<file path="src/rtl/ps2_pkg.sv">
`timescale 1ns/1ps
// Shared PS/2 definitions: transmitter FSM states, error codes, frame sizing, odd parity.
// Latency: none (types and constants only).
// Backpressure: n/a.
package ps2_pkg;

  typedef enum logic [2:0] {
    ST_IDLE       = 3'd0,
    ST_INHIBIT    = 3'd1,
    ST_REQ        = 3'd2,
    ST_SHIFT      = 3'd3,
    ST_ACK        = 3'd4,
    ST_LINES_IDLE = 3'd5
  } ps2_state_e;

  localparam logic [1:0] ERR_NONE    = 2'b00;
  localparam logic [1:0] ERR_NO_ACK  = 2'b01;
  localparam logic [1:0] ERR_TIMEOUT = 2'b10;

  // Bits the host shifts out after the start bit: 8 data + parity + stop.
  localparam int FRAME_BITS = 10;

  // Odd parity: returns 1 when data holds an even number of ones.
  function automatic logic odd_parity(input logic [7:0] data);
    return ~^data;
  endfunction

endpackage

</file>
<file path="src/rtl/ps2_line_sync.sv">
`timescale 1ns/1ps
// One PS/2 line: 2-FF synchroniser, FILTER_LEN-sample glitch filter, registered falling-edge strobe.
// Latency: 2 sync + FILTER_LEN filter cycles from pin change to o_level; o_fall asserts with the new level.
// Backpressure: none; free-running, strobe is a single-cycle pulse.
//
// Ports:
//   clk, reset   system clock, asynchronous active-high reset
//   i_line       raw asynchronous pin level
//   o_level      filtered level (idles high)
//   o_fall       one-cycle strobe when o_level goes 1 -> 0
module ps2_line_sync #(
  parameter int FILTER_LEN = 8
) (
  input  logic clk,
  input  logic reset,
  input  logic i_line,
  output logic o_level,
  output logic o_fall
);

  localparam int CW = (FILTER_LEN > 1) ? $clog2(FILTER_LEN) : 1;
  localparam logic [CW-1:0] CNT_LAST = CW'(FILTER_LEN - 1);

  logic [1:0]    sync_q, sync_d;
  logic          level_q, level_d;
  logic [CW-1:0] cnt_q, cnt_d;
  logic          fall_q, fall_d;

  always_comb begin
    sync_d  = {sync_q[0], i_line};
    level_d = level_q;
    cnt_d   = '0;
    // Count consecutive samples that disagree with the accepted level;
    // any agreeing sample restarts the count.
    if (sync_q[1] != level_q) begin
      if (cnt_q == CNT_LAST) begin
        level_d = sync_q[1];
      end else begin
        cnt_d = cnt_q + 1'b1;
      end
    end
    fall_d = level_q & ~level_d;
  end

  // Sync and level flops reset high so an idle bus produces no edge at reset release.
  always_ff @(posedge clk or posedge reset) begin
    if (reset) begin
      sync_q  <= 2'b11;
      level_q <= 1'b1;
      cnt_q   <= '0;
      fall_q  <= 1'b0;
    end else begin
      sync_q  <= sync_d;
      level_q <= level_d;
      cnt_q   <= cnt_d;
      fall_q  <= fall_d;
    end
  end

  assign o_level = level_q;
  assign o_fall  = fall_q;

endmodule

</file>
<file path="src/rtl/ps2_host_tx.sv">
`timescale 1ns/1ps
// PS/2 host-to-device transmitter: inhibit, request-to-send, shift 8 data + odd parity + stop, check ACK.
// Latency: o_busy one cycle after i_start; frame time is set by the device clock (~11 device periods).
// Backpressure: i_start is ignored while o_busy=1 (no queueing); o_done/o_error end each request.
//
// Ports:
//   clk, reset                 system clock, asynchronous active-high reset
//   i_start, i_data[7:0]       send request (one cycle) and byte, latched when idle
//   PS2C, PS2D                 raw pin levels
//   o_ps2c_low, o_ps2d_low     open-drain pull-down enables (0 = released)
//   o_busy, o_rx_inhibit       transfer in progress; receiver ignores the bus meanwhile
//   o_done, o_error            single-cycle completion / abort pulses
//   o_err_code[1:0]            01 no ACK, 10 timeout; holds the last code
// Build option: define PS2_TX_RETRY_EN to retry a failed byte up to RETRY_MAX times.
module ps2_host_tx
  import ps2_pkg::*;
#(
  parameter int INHIBIT_CYCLES = 12000,
  parameter int TIMEOUT_CYCLES = 2000000,
  parameter int FILTER_LEN     = 8,
  parameter int RETRY_MAX      = 2
) (
  input  logic       clk,
  input  logic       reset,
  input  logic       i_start,
  input  logic [7:0] i_data,
  input  logic       PS2C,
  input  logic       PS2D,
  output logic       o_ps2c_low,
  output logic       o_ps2d_low,
  output logic       o_busy,
  output logic       o_done,
  output logic       o_error,
  output logic [1:0] o_err_code,
  output logic       o_rx_inhibit
);

  localparam int INH_W = $clog2(INHIBIT_CYCLES + 1);
  localparam int TO_W  = $clog2(TIMEOUT_CYCLES + 1);
  localparam logic [INH_W-1:0] INH_LAST = INH_W'(INHIBIT_CYCLES - 1);
  localparam logic [TO_W-1:0]  TO_LIMIT = TO_W'(TIMEOUT_CYCLES);
  localparam logic [3:0]       LAST_BIT = 4'(FRAME_BITS - 1);

  logic c_level, c_fall, d_level;

  ps2_line_sync #(.FILTER_LEN(FILTER_LEN)) u_sync_clk (
    .clk     (clk),
    .reset   (reset),
    .i_line  (PS2C),
    .o_level (c_level),
    .o_fall  (c_fall)
  );

  ps2_line_sync #(.FILTER_LEN(FILTER_LEN)) u_sync_dat (
    .clk     (clk),
    .reset   (reset),
    .i_line  (PS2D),
    .o_level (d_level),
    .o_fall  ()
  );

  ps2_state_e            state_q, state_d;
  logic [FRAME_BITS-1:0] frame_q, frame_d;     // {stop, parity, data[7:0]}, sent LSB first
  logic [3:0]            bit_cnt_q, bit_cnt_d;
  logic [INH_W-1:0]      inh_cnt_q, inh_cnt_d;
  logic [TO_W-1:0]       to_cnt_q, to_cnt_d;
  logic                  ps2c_low_q, ps2c_low_d;
  logic                  ps2d_low_q, ps2d_low_d;
  logic                  busy_q, busy_d;
  logic                  done_q, done_d;
  logic                  error_q, error_d;
  logic [1:0]            err_code_q, err_code_d;

  logic                  to_active;
  logic                  err_hit;
  logic [1:0]            err_kind;
  logic                  retry_ok;

`ifdef PS2_TX_RETRY_EN
  localparam logic [7:0] RETRY_LIMIT = 8'(RETRY_MAX);
  logic [7:0]            retry_q, retry_d;
`endif

  always_comb begin
    state_d    = state_q;
    frame_d    = frame_q;
    bit_cnt_d  = bit_cnt_q;
    inh_cnt_d  = inh_cnt_q;
    to_cnt_d   = to_cnt_q;
    ps2c_low_d = ps2c_low_q;
    ps2d_low_d = ps2d_low_q;
    busy_d     = busy_q;
    done_d     = 1'b0;
    error_d    = 1'b0;
    err_code_d = err_code_q;
    err_hit    = 1'b0;
    err_kind   = ERR_NONE;
    retry_ok   = 1'b0;
`ifdef PS2_TX_RETRY_EN
    retry_d    = retry_q;
    retry_ok   = (retry_q < RETRY_LIMIT);
`else
    // Retries are compiled out; the comparison is never true for a legal
    // RETRY_MAX and keeps the parameter referenced in this build.
    retry_ok   = (RETRY_MAX < 0);
`endif

    // Device-clock watchdog. A fall in the same cycle as expiry wins.
    to_active = (state_q == ST_REQ) || (state_q == ST_SHIFT) ||
                (state_q == ST_ACK) || (state_q == ST_LINES_IDLE);
    if (to_active) begin
      if (c_fall) begin
        to_cnt_d = '0;
      end else if (to_cnt_q == TO_LIMIT) begin
        err_hit  = 1'b1;
        err_kind = ERR_TIMEOUT;
      end else begin
        to_cnt_d = to_cnt_q + 1'b1;
      end
    end

    case (state_q)
      ST_IDLE: begin
        if (i_start) begin
          frame_d    = {1'b1, odd_parity(i_data), i_data};
          bit_cnt_d  = '0;
          inh_cnt_d  = '0;
          to_cnt_d   = '0;
          busy_d     = 1'b1;
          ps2c_low_d = 1'b1;
          ps2d_low_d = 1'b0;
          state_d    = ST_INHIBIT;
`ifdef PS2_TX_RETRY_EN
          retry_d    = '0;
`endif
        end
      end

      ST_INHIBIT: begin
        if (inh_cnt_q == INH_LAST) begin
          // Start bit goes low in the same cycle the clock is released.
          ps2c_low_d = 1'b0;
          ps2d_low_d = 1'b1;
          to_cnt_d   = '0;
          state_d    = ST_REQ;
        end else begin
          inh_cnt_d = inh_cnt_q + 1'b1;
        end
      end

      ST_REQ: begin
        state_d = ST_SHIFT;
      end

      ST_SHIFT: begin
        if (c_fall) begin
          ps2d_low_d = ~frame_q[bit_cnt_q];
          bit_cnt_d  = bit_cnt_q + 1'b1;
          if (bit_cnt_q == LAST_BIT) begin
            state_d = ST_ACK;
          end
        end
      end

      ST_ACK: begin
        if (c_fall) begin
          if (d_level) begin
            err_hit  = 1'b1;
            err_kind = ERR_NO_ACK;
          end else begin
            state_d = ST_LINES_IDLE;
          end
        end
      end

      ST_LINES_IDLE: begin
        if (c_level && d_level) begin
          done_d  = 1'b1;
          busy_d  = 1'b0;
          err_hit = 1'b0;
          state_d = ST_IDLE;
        end
      end

      default: begin
        state_d = ST_IDLE;
      end
    endcase

    // Abort: release both lines; either restart the byte or report failure.
    if (err_hit) begin
      ps2c_low_d = 1'b0;
      ps2d_low_d = 1'b0;
      if (retry_ok) begin
        ps2c_low_d = 1'b1;
        inh_cnt_d  = '0;
        bit_cnt_d  = '0;
        state_d    = ST_INHIBIT;
`ifdef PS2_TX_RETRY_EN
        retry_d    = retry_q + 1'b1;
`endif
      end else begin
        busy_d     = 1'b0;
        error_d    = 1'b1;
        err_code_d = err_kind;
        state_d    = ST_IDLE;
      end
    end
  end

  always_ff @(posedge clk or posedge reset) begin
    if (reset) begin
      state_q    <= ST_IDLE;
      frame_q    <= '0;
      bit_cnt_q  <= '0;
      inh_cnt_q  <= '0;
      to_cnt_q   <= '0;
      ps2c_low_q <= 1'b0;
      ps2d_low_q <= 1'b0;
      busy_q     <= 1'b0;
      done_q     <= 1'b0;
      error_q    <= 1'b0;
      err_code_q <= ERR_NONE;
`ifdef PS2_TX_RETRY_EN
      retry_q    <= '0;
`endif
    end else begin
      state_q    <= state_d;
      frame_q    <= frame_d;
      bit_cnt_q  <= bit_cnt_d;
      inh_cnt_q  <= inh_cnt_d;
      to_cnt_q   <= to_cnt_d;
      ps2c_low_q <= ps2c_low_d;
      ps2d_low_q <= ps2d_low_d;
      busy_q     <= busy_d;
      done_q     <= done_d;
      error_q    <= error_d;
      err_code_q <= err_code_d;
`ifdef PS2_TX_RETRY_EN
      retry_q    <= retry_d;
`endif
    end
  end

  assign o_ps2c_low   = ps2c_low_q;
  assign o_ps2d_low   = ps2d_low_q;
  assign o_busy       = busy_q;
  assign o_rx_inhibit = busy_q;
  assign o_done       = done_q;
  assign o_error      = error_q;
  assign o_err_code   = err_code_q;

endmodule

</file>
<file path="config.mk">
export PLATFORM = sky130hd
export DESIGN_NAME = ps2_host_tx
export DESIGN_NICKNAME = d
export VERILOG_FILES = /design/src/rtl/ps2_pkg.sv /design/src/rtl/ps2_line_sync.sv /design/src/rtl/ps2_host_tx.sv
export SDC_FILE = /design/constraint.sdc
export NUM_CORES = 1
export LEC_CHECK = 0
export ABC_AREA = 1
export CAP_MARGIN = 20
export CORE_MARGIN = 5
export CORE_UTILIZATION = 55
export DETAILED_ROUTE_END_ITERATION = 16
export PLACE_DENSITY_LB_ADDON = 0.2
export SLEW_MARGIN = 20
export SYNTH_ARGS = -nofsm -noshare
export SYNTH_HDL_FRONTEND = slang
export SYNTH_SLANG_ARGS = --single-unit
</file>
<file path="constraint.sdc">
create_clock -name clk -period 7.06 [get_ports clk]
set_clock_uncertainty 0.05 [all_clocks]
set_input_delay 1.412 -clock clk [delete_from_list [all_inputs] [get_ports clk]]
set_output_delay 1.412 -clock clk [all_outputs]
set_load 0.01 [all_outputs]
</file>
After elaboration in Yosys (flattened, before gate mapping)
Index checks and enable logic that the tools add are counted.
{"block": "classes", "magnitude_cmp": 1, "muxes": 57, "n_eq_ne": 22, "addsub": 5, "bitwise": 3, "reduce_logical": 19}
{"operator": "$mux W21", "n": 5}
{"operator": "$pmux W21 S2", "n": 1}
{"operator": "$mux W3", "n": 12}
{"operator": "$mux W14", "n": 2}
{"operator": "$pmux W14 S2", "n": 1}
{"operator": "$add A21 B1 Y21 const B", "n": 1}
{"operator": "$eq A21 B21 Y1 const B", "n": 1}
{"operator": "$mux W1", "n": 21}
{"operator": "$pmux W3 S6", "n": 1}
{"operator": "$add A14 B1 Y14 const B", "n": 1}
{"operator": "$eq A14 B14 Y1 const B", "n": 1}
{"operator": "$eq A3 B3 Y1 const B", "n": 4}
{"operator": "$mux W2", "n": 6}
{"operator": "$ne A3 B2 Y1 const B", "n": 4}
{"operator": "$reduce_and A3 Y1", "n": 4}
{"operator": "$ne A3 B3 Y1 const B", "n": 3}
{"operator": "$mux W4", "n": 2}
{"operator": "$pmux W4 S2", "n": 1}
{"operator": "$reduce_xnor A8 Y1", "n": 1}
{"operator": "$reduce_and A7 Y1", "n": 1}
{"operator": "$add A3 B1 Y3 const B", "n": 2}
{"operator": "$eq A3 B2 Y1 const B", "n": 2}
{"operator": "$pmux W1 S2", "n": 3}
{"operator": "$reduce_bool A3 Y1", "n": 2}
{"operator": "18 further kinds", "n": 25}
{"block": "word_totals", "ff_bits": 72, "out_inout_bits": 8, "input_bits": 13}

Logic depth before layout (Yosys ltp)
{"block": "depth", "depth_word": 10, "ltp_mapped": 15, "mapped_depth_nobuf": 15}

By module
A second synthesis with hierarchy kept.
{"block": "hier_totals", "hier_cells": 564, "area_unflattened_um2": 4225.3}
{"module": "ps2_host_tx", "cells_each": 514, "n_inst": 1, "area_each_um2": 3682.3, "seq_area_each_um2": 1476.4}
{"module": "ps2_line_sync", "cells_each": 25, "n_inst": 2, "area_each_um2": 271.5, "seq_area_each_um2": 178.9}

Worst setup path before layout
Ideal clock, no wire load.
{"block": "synth_path", "path_kind": "input to register", "start": "input i_start", "end": "register inh_cnt_q[7]", "path_stages": 8, "arrival_time_ps": 2267, "required_ps": 6939, "path_slack_ps": 4671, "path_cell_list": "inv_1 nor2_4 inv_1 nand2_2 nand2_1 o21ai_0 nand2_1 nor2_1"}
{"block": "synth_between", "elab_chain_len": 2}
{"item": "start, declared", "line": "ps2_host_tx.sv:25", "rtl": "input logic i_start,"}
{"item": "$ne A2 B2 Y1 (no source line)"}
{"item": "$reduce_and A3 Y1 (no source line)"}
{"item": "end signal, assigned", "line": "ps2_host_tx.sv:231", "rtl": "inh_cnt_q <= inh_cnt_d;"}
{"item": "end, declared", "line": "ps2_host_tx.sv:65", "rtl": "logic [INH_W-1:0] inh_cnt_q, inh_cnt_d;"}
No other way between the ends.
A chain may end at the register's enable or synchronous reset.

Worst setup path in the final report
{"block": "layout_path", "start": "input i_start", "end": "register inh_cnt_q[8]"}
The elaborated chain is that of the path after synthesis.

==> impl_results.md <==
- Status: finished clean
- Most common library cell in the layout ignoring fill and taps: nand2_1
- Setup CP Type: input port to flop
- CTS clk-pin slew, worst paths: 70 ps
- Max-cap violations: 0
- Vias in the first global route: 3,336
- Worst R2R Start: state_q[1]
- Inst Count DP: 622
- # rows: 31
- Comb pwr share: 39.7%
- Distinct cells, synth: 41
- Main flop type after synthesis: dfrtp_1
- CTS Buffer Depth: 2
- Worst slew pin tran: 882 ps
- Finished Layout Cells: 638
- Clock share of power: 21.1%
- Fraction of registers with async set/reset: 100%
- P_sw: 0.000624 W
- Worst reg2reg path depth: 8
- Root Driver: clkbuf_8
- Setup bufs post-CTS: 0
- DRT Wirelength: 7920 µm
- Placed Area: 0.00432 mm²
- Initial Utilization: 56.0%
- Number of synthesized register bits: 72
- Hold_sp: u_sync_clk.sync_q[0]
- Period utilisation layout: 45.5%
- Syn_area_per_cell: 7.91 µm²
- Cell count after synthesis: 508
- Hold_ws: 307 ps
- H-tree depth: 3
- Power per standard cell area: 338 mW/mm²
- Vias: 3,315
- Worst EP required: 7270 ps
- 1st-pass router iterations: 4
- Initial antenna violation count: 0
- Design area: 0.00451 mm²
- Slew headroom: 41.2%
- VDD IR-drop max: 183 µV
- Total of warnings raised by yosys: 0
- Internal power: 0.000902 W
- GRT Total Usage: 19.9%
- Mapped Area: 0.00402 mm²
- Sw Share: 40.9%
- Die width: 95.5 µm
- Worst min path class: flop to flop
- WP data arrival: 3420 ps
- Grt ovf: 0
- Vias per inst: 5.20
- # port buffers: 20
- Final Hold Vio Count: 0
- Area Overhead vs Synth: 12.3%
- Cts repair resizes: 0
- Routability Congestion: 0.884
- Largest net degree at the start of global routing: 73
- FMAX: 311 MHz
- Hold depth: 0
- First-pass GRT wire length: 14,300 µm
- # hold bufs at CTS: 0
- # fillers: 627
- Clock Sinks: 72
- Number of synthesized flops with an enable pin: 0
- Core area: 0.00718 mm²
- Crit-path max FO: 17
- Ports: 21
- DRT iter0 DRCs: 164
- Syn nets: 530
- # DRC: 0
- Die Height: 95.5 µm
- Post-DP HPWL: 5900 µm
- Crit end category: flop
- Unrepaired setup endpoints after global routing: false
- WL per Instance: 12.4 µm
- Cts bufs inserted: 9
- TNS Setup: 0 ps
- Final Max Slew Viols: 0
- Sequential share of the synthesized area: 45.0%
- Layout cell share with drive strength beyond 1: 10.4%
- Worst skew pair latency: 340 ps
- Die area: 0.00912 mm²
- Hold path endpoint: u_sync_clk.sync_q[1]
- Leakage: 2.02 nW
- Post-route ant nets: 0
- Most frequent cells in the layout: nand2_1, dfrtp_1, inv_1
- Startpoint Class: input port
- Crit path from: i_start
- CTS tree: built
- Worst R2R End: inh_cnt_q[8]
- Number of inserted diodes: 0
- Min Tclk post-route: 3210 ps
- Seq pwr share: 39.2%
- Setup violators final: 0
- Final net count: 556
- Register-to-Register Setup Slack: 4820 ps
-- power by group through the flow --
stage	logic (W)	registers, W	clock network [W]
after floorplan	0.000482	0.000586	0
after global placement	0.000595	0.000601	0
after detailed placement	0.000610	0.000605	0
after CTS	0.000612	0.000598	0.000332
after global routing	0.000693	0.000614	0.000351
final	0.000606	0.000598	0.000322
-- worst max-delay path, stage by stage --
cell	delay (ps)
clkdlybuf4s50_1	530
inv_1	120
nor2_4	310
inv_1	330
nand2_2	270
nand2_2	100
o21ai_0	170
nor3b_1	200
-- how the worst max path moves through the flow --
stage,to
3_5_place_dp,inh_cnt_q[8]
3_3_place_gp,inh_cnt_q[7]
6_report,inh_cnt_q[8]
4_1_cts,inh_cnt_q[8]
5_1_grt,inh_cnt_q[7]
2_1_floorplan,bit_cnt_q[0]
-- stage by stage --
step / power [W] / setup WS [ps] / util [%]
final: 0.00153 / 3850 / 62.9
after global routing: 0.00166 / 3580 / 62.9
after CTS: 0.00154 / 3880 / 62.9
after detailed placement: 0.00121 / 3520 / 60.1
after global placement: 0.00120 / 3560 / 60.1
after floorplan: 0.00107 / 3780 / -
-- layout make-up --
class                           instances  area (µm²)  area share (%)
Clock buffer                           11         141            3.13
Clock inverter                          5        56.3            1.25
Inverter                               69         262            5.79
Multi-Input combinational cell        361        1910            42.4
Sequential cell                        72        1810            40.1
Tap cell                               99         124            2.74
Timing Repair Buffer                   21         208            4.60
-- cells by family after synthesis --
family / synth area share [%]
fa+ha+maj: 2.80
compound gates: 11.3
flops: 45.0
xor+xnor: 3.49
simple gates: 30.0
buf+inv: 7.41
-- cell usage after synthesis (3+ instances only) --
cell type | count | area (µm²)
a21oi_1 | 27 | 135
dfrtp_1 | 66 | 1650
dfstp_2 | 6 | 158
ha_1 | 9 | 113
inv_1 | 65 | 244
inv_2 | 3 | 11.3
nand2_1 | 109 | 409
nand2_2 | 9 | 56.3
nand3_1 | 42 | 210
nand4_1 | 9 | 56.3
nor2_1 | 55 | 206
nor2_2 | 3 | 18.8
nor2_4 | 4 | 45.0
nor3_1 | 16 | 80.1
nor3_2 | 3 | 30.0
o211ai_1 | 3 | 22.5
o21ai_0 | 32 | 160
o31ai_1 | 3 | 22.5
xnor2_1 | 10 | 87.6
xor2_1 | 6 | 52.6
-- layer usage --
layer  GRT usage [%]  up-vias  wire length [µm]  share of wire (%)
met5               0        -                 0                  0
met4            6.40        0               146                1.8
met3            5.52       15               269                3.4
met2            31.9       51              3730                 47
met1            26.0     1551              3780                 48
li1                -     1698                 -                  -
-- registers in the layout, indices dropped and copies added, names as in the netlist --
signal,flops
frame_q,10
u_sync_clk.o_level,1
to_cnt_q,21
o_ps2c_low,1
o_done,1
state_q,3
o_ps2d_low,1
o_err_code,2
u_sync_clk.sync_q,2
o_busy,1
u_sync_clk.cnt_q,3
u_sync_dat.sync_q,2
u_sync_dat.o_level,1
bit_cnt_q,4
u_sync_clk.o_fall,1
u_sync_dat.cnt_q,3
inh_cnt_q,14
o_error,1
(Power assumes the default switching activity.)
